[src/rtl/dr_sync_sink.sv]
// Clocked sink for a dual-rail 4-phase asynchronous pipeline. It synchronises the rails,
// captures complete tokens into a one-word buffer, acks them, and drains via valid/ready.
module dr_sync_sink #(
  parameter int WIDTH       = 8,
  parameter int SYNC_STAGES = 2
) (
  input  logic               clk,
  input  logic               rst_n,
  input  logic [2*WIDTH-1:0] data_in,
  output logic               ack_next,
  output logic [WIDTH-1:0]   word_out,
  output logic               word_valid,
  input  logic               word_ready,
  output logic               err
);

  // state     | meaning
  // WAIT_DATA | ack low, waiting for a complete, stable, legal token and a free buffer
  // WAIT_NULL | ack high, token captured, waiting for an all-NULL stable spacer
  typedef enum logic {WAIT_DATA, WAIT_NULL} state_t;

  state_t state_q, state_d;

  logic [2*WIDTH-1:0] sync_q [SYNC_STAGES];
  logic [2*WIDTH-1:0] s;
  logic [2*WIDTH-1:0] p_q;
  logic [WIDTH-1:0]   s_true;
  logic               complete, is_null, illegal, stable;
  logic               buffer_free, capture;

  assign s = sync_q[SYNC_STAGES-1];

  always_ff @(posedge clk) begin
    if (!rst_n) begin
      for (int i = 0; i < SYNC_STAGES; i++) sync_q[i] <= '0;
      p_q <= '0;
    end else begin
      sync_q[0] <= data_in;
      for (int i = 1; i < SYNC_STAGES; i++) sync_q[i] <= sync_q[i-1];
      p_q <= s;
    end
  end

  always_comb begin
    complete = 1'b1;
    is_null  = 1'b1;
    illegal  = 1'b0;
    s_true   = '0;
    for (int i = 0; i < WIDTH; i++) begin
      s_true[i] = s[2*i+1];
      if (s[2*i+1] && s[2*i]) illegal = 1'b1;
      if (s[2*i+1] == s[2*i]) complete = 1'b0;
      if (s[2*i+1] || s[2*i]) is_null = 1'b0;
    end
    stable = (s == p_q);
  end

  // A drain on the same edge as a capture frees the slot the capture fills.
  assign buffer_free = !word_valid || word_ready;

  always_comb begin
    state_d = state_q;
    capture = 1'b0;
    case (state_q)
      WAIT_DATA: begin
        if (complete && stable && !illegal && buffer_free) begin
          capture = 1'b1;
          state_d = WAIT_NULL;
        end
      end
      WAIT_NULL: begin
        if (is_null && stable) state_d = WAIT_DATA;
      end
      default: state_d = WAIT_DATA;
    endcase
  end

  always_ff @(posedge clk) begin
    if (!rst_n) state_q <= WAIT_DATA;
    else        state_q <= state_d;
  end

  assign ack_next = (state_q == WAIT_NULL);

  always_ff @(posedge clk) begin
    if (!rst_n) begin
      word_out   <= '0;
      word_valid <= 1'b0;
      err        <= 1'b0;
    end else begin
      if (capture) begin
        word_out   <= s_true;
        word_valid <= 1'b1;
      end else if (word_valid && word_ready) begin
        word_valid <= 1'b0;
      end
      if (illegal) err <= 1'b1;
    end
  end

endmodule

[config.mk]
export PLATFORM = sky130hd
export DESIGN_NAME = dr_sync_sink
export DESIGN_NICKNAME = d
export VERILOG_FILES = /design/src/rtl/dr_sync_sink.sv
export SDC_FILE = /design/constraint.sdc
export NUM_CORES = 1
export LEC_CHECK = 0
export CAP_MARGIN = 20
export CORE_UTILIZATION = 40
export DETAILED_ROUTE_END_ITERATION = 16
export HOLD_SLACK_MARGIN = 0.03
export PLACE_DENSITY = 0.65
export SYNTH_ARGS = -nofsm -noshare
export SYNTH_HDL_FRONTEND = slang
export SYNTH_SLANG_ARGS = --single-unit
[constraint.sdc]
create_clock -name clk -period 1.77 [get_ports clk]
set_input_delay 0.177 -clock clk [delete_from_list [all_inputs] [get_ports clk]]
set_output_delay 0.177 -clock clk [all_outputs]
set_load 0.005 [all_outputs]
After elaboration in Yosys (flattened, before gate mapping). Memories as Yosys holds them, arrays and structs flattened. Index checks and enable logic that the tools add are counted.

Input port bits: 19. Memories: 1. Flip-flop bits (word level): 27. Output and inout port bits: 11. RAM bits: 32.

Memories: sync_q (words 2, width 16, read ports 2, clocked after memory_dff 0, wr ports 2, RTL line 24) `logic [2*WIDTH-1:0] sync_q [SYNC_STAGES];`.

Bitwise logic cells: 3. Multiplexer cells: 34. Reductions and logical operators: 25. Eq/ne operators: 9.

Operator list (number): $mux 16 (2); $mux 1 (31); $eq 16x16->1 (1); $logic_and 1x1->1 (13); $logic_or 1x1->1 (9); $eq 1x1->1 (8); $logic_not 1->1 (2); $or 1x1->1 (2); $pmux 1 s2 (1); $reduce_bool 2->1 (1); $not 1->1 (1).

Logic depth before layout (Yosys ltp).
Depth after elaboration: 15. Mapped depth: 7.

Worst setup path after synthesis. OpenSTA, ideal clock, no wires.

Kind: register -> register. From: mem sync_q[0][18] in the netlist's numbering. To: reg word_out[0]. Setup time: 0.072 ns. Path slack: 0.234 ns. Cell stages (with the launch flop): 7. Data arrival time: 1.464 ns. Buffers on the path: 1. Clock period less this slack: 1.536 ns. Path through: dfxtp_1 > ha_1 > nor4_1 > nand2_1 > and4bb_4 > buf_12 > mux2i_1.

RTL lines: from (decl) (RTL line 24); to (signal assigned) (RTL line 92) `word_out <= s_true;`; to (decl) (RTL line 11) `output logic [WIDTH-1:0] word_out,`.

==> impl_results.rst <==
.. list-table::
   :header-rows: 1

   * - Metric
     - Value
   * - Post-synth EDFFs
     - 0
   * - Mapped Area
     - ~2200 sq um
   * - Data required, critical path
     - 2.03 ns
   * - Starting utilization of the core area
     - between 40% and 50%
   * - DRT Pass-1 Iters
     - 4
   * - Final Core Density
     - between 50% and 60%
   * - Result of the run
     - complete, no violations
   * - Die Span Y
     - about 76 um
   * - Setup ws final
     - around 0.053 ns
   * - Top post-synthesis cells by area
     - sky130_fd_sc_hd__dfxtp_1 (54%), sky130_fd_sc_hd__and2_1 (11%), sky130_fd_sc_hd__ha_1 (9.1%)
   * - Last weighted congestion value of the routability-driven placer
     - 0.8116
   * - Syn Area/Cell
     - 10.63 sq um
   * - Synth Register Bits
     - 59
   * - Number of nets in the final layout
     - 281
   * - Critical Path Start Type
     - flop
   * - Path type of the worst setup path
     - flop to flop
   * - Share of flip-flops with an asynchronous set or reset after synthesis
     - 0%
   * - Static leakage
     - approximately 1.3 nW
   * - Count of antenna-violating nets left after detailed routing
     - 0
   * - Sequential-to-total area share from yosys stat
     - ~54%
   * - H-tree levels
     - 3
   * - Wire length of the first global-routing pass
     - between 6000 and 7000 um
   * - Number of DRC markers after the initial detailed-route iteration
     - 59
   * - PwrDens
     - 968.4 nW/um^2
   * - Total via count in the routed design
     - 1,374
   * - Clock period minus final worst setup slack
     - 1.717 ns
   * - Clock-pin slew reported for the worst setup and hold paths after clock tree synthesis
     - around 0.060 ns
   * - Worst-path maximum fanout
     - 5
   * - Commonest cells in the netlist
     - sky130_fd_sc_hd__dfxtp_1 (59), sky130_fd_sc_hd__and2_1 (40), sky130_fd_sc_hd__inv_1 (24), sky130_fd_sc_hd__nand2_1 (18)
   * - Layout overhead on the synthesized area
     - 28.97%
   * - Placeable core area
     - 5205 sq um
   * - DP Worst Slack
     - -0.05420 ns
   * - Fraction of layout instances using a drive strength above 1
     - between 10% and 20%
   * - Hold buffer count at CTS
     - 0
   * - HPWL Detailed
     - around 2500 um
   * - Routed length per instance
     - 11.60 um
   * - Library cell with the largest summed area after synthesis
     - sky130_fd_sc_hd__dfxtp_1
   * - Post-synth top area share
     - 53.94%
   * - Number of max-cap violations
     - 0
   * - Element type at the critical path end
     - flop
   * - Arrival time at the worst endpoint
     - 1.98 ns
   * - Vias in the first global route
     - 1,350
   * - Total count of hold-check failures in the final report
     - 0
   * - Worst clock skew
     - 0.004463 ns
   * - Number of ports placed on the die boundary
     - 30
   * - TritonCTS Sinks
     - 59
   * - Count of yosys warnings during synthesis
     - 0
   * - Count of input and output buffers
     - 29
   * - Post-synth net total
     - 241
   * - Max Freq
     - 582.3 MHz
   * - Cell row count
     - 26
   * - Unique masters post-synth
     - 19
   * - Worst min-delay path class
     - input port to flop
   * - Detailed Route WL
     - 3725 um
   * - Horizontal die dimension
     - ~76 um
   * - Number of cells produced by synthesis
     - 206
   * - Most frequent cell after synthesis
     - sky130_fd_sc_hd__dfxtp_1
   * - Total routing resource utilization after global routing
     - 14.92%
   * - Largest net degree at the start of global routing
     - 60
   * - Remaining routing DRC violations
     - 0
   * - Maximum clock insertion buffer count
     - 2
   * - Clock buffer count from CTS
     - 9
   * - Number of setup violations in the final report
     - 0
   * - TritonCTS clock tree
     - built
   * - Vias per cell
     - 4.280
   * - Max-slew headroom
     - 81.84%
   * - Max-slew violation total from the final report
     - 0
   * - Remaining Overflow, GRT
     - 0
   * - Setup repair after global routing missed its margin
     - yes
   * - Main synth FF type
     - sky130_fd_sc_hd__dfxtp_1
   * - Die outline area
     - 5774 sq um
   * - Number of antenna violations at the first check in global routing
     - 0
   * - Insertion delay to the later sink of the worst-skew pair
     - 0.33 ns
   * - Actual slew at the worst max-slew pin
     - 0.2719 ns
   * - Library cell used as clock root buffer
     - sky130_fd_sc_hd__clkbuf_8
   * - Period Utilization, post-route
     - 97.02%
   * - Antenna fix cells
     - 0
   * - Peak supply drop
     - 0.0005869 V
[cells in the final DEF (no fill, tap or decap), types with 8 or more instances in the layout]
| cell | netlist | routed |
|---|---|---|
| sky130_fd_sc_hd__xor2_1 | 16 | 16 |
| sky130_fd_sc_hd__dfxtp_1 | 59 | 50 |
| sky130_fd_sc_hd__and2_1 | 40 | 40 |
| sky130_fd_sc_hd__inv_1 | 24 | 24 |
| sky130_fd_sc_hd__mux2i_1 | 8 | 8 |
| sky130_fd_sc_hd__nand2_1 | 18 | 18 |
| sky130_fd_sc_hd__dfxtp_2 | 0 | 8 |
| sky130_fd_sc_hd__clkbuf_8 | 0 | 10 |
| sky130_fd_sc_hd__ha_1 | 16 | 16 |
| sky130_fd_sc_hd__clkdlybuf4s50_1 | 0 | 29 |
[critical path: stages (launching register included)]
cell                       delay [ns]
sky130_fd_sc_hd__dfxtp_4         0.35
sky130_fd_sc_hd__xor2_1          0.14
sky130_fd_sc_hd__nor4_2          0.31
sky130_fd_sc_hd__nand4_1         0.20
sky130_fd_sc_hd__and4bb_4        0.44
sky130_fd_sc_hd__mux2i_1         0.19
[worst paths after layout]
| kind | start | depth (start not counted) | end | slack, ns |
|---|---|---|---|---|
| setup reg to reg | sync_q[0][17]$_SDFF_PN0_ | 5 | word_out[6]$_SDFFE_PN0P_ | 0.05 |
| hold / removal | data_in[10] | 2 | sync_q[0][10]$_SDFF_PN0_ | 0.42 |
| hold reg to reg | sync_q[0][6]$_SDFF_PN0_ | 1 | sync_q[0][22]$_SDFF_PN0_ | 0.43 |
| setup / recovery | sync_q[0][17]$_SDFF_PN0_ | 5 | word_out[6]$_SDFFE_PN0P_ | 0.05 |
[layer usage]
layer / share of wire, % / track usage (%) / wire length, um
met1: 47 / 17.76 / 1757
met2: 46 / 22.36 / 1711
met3: 3.5 / 4.311 / 131
met4: 3.4 / 12.12 / 125
met5: 0 / 0 / 0
[power breakdown]
group          switching [W]  internal (W)  leakage (nW)
combinational      0.0000682      0.000103         0.705
clock               0.000474      0.000688        0.0947
sequential         0.0000268       0.00137         0.488
[registers in the layout, indices dropped and copies added (netlist names)]
signal      flops
sync_q         32
p_q            16
word_out        8
ack_next        1
err             1
word_valid      1
[cell families (layout without fill, tap and decap cells)]
group,after synthesis,in the layout,synth area share (%)
multiplexers,8,8,3.657
buffers and inverters,31,75,6.057
AND/OR/NAND/NOR,72,73,19.31
flip-flops,59,59,53.94
AO/OA/AOI/OAI,4,4,1.486
XOR/XNOR,16,16,6.400
adder cells (fa/ha/maj),16,16,9.143
[cell type report]
type | count | area [sq um]
fill | 468 | 2381
timing repair buffer | 35 | 347.8
sequential | 59 | 1195
inverter | 24 | 90.09
clock buffer | 14 | 152.6
clock inverter | 2 | 35.03
tap | 70 | 87.58
multi-input combinational | 117 | 915.9
[stage by stage]
| stage | hold WS, ns | cells | total power (W) | instance area [sq um] | TNS (ns) |
|---|---|---|---|---|---|
| floorplan | 0.3043 | 206 | 0.001510 | 2190 | 0 |
| global placement | 0.4147 | 303 | 0.001591 | 2575 | -0.2310 |
| detailed placement | 0.4177 | 303 | 0.001592 | 2575 | -0.3338 |
| CTS | 0.4101 | 320 | 0.002761 | 2788 | 0 |
| global route | 0.4203 | 321 | 0.002860 | 2824 | -0.1811 |
| finish | 0.4212 | 321 | 0.002735 | 2824 | 0 |
[repair_timing]
action | CTS | global route
endpoints found under the setup margin | 8 | 10
gates resized for setup | 3 | 12
pin swaps | 4 | 10
gates cloned | 1 | 0
setup buffers | 0 | 1
(Power assumes the default switching activity.)
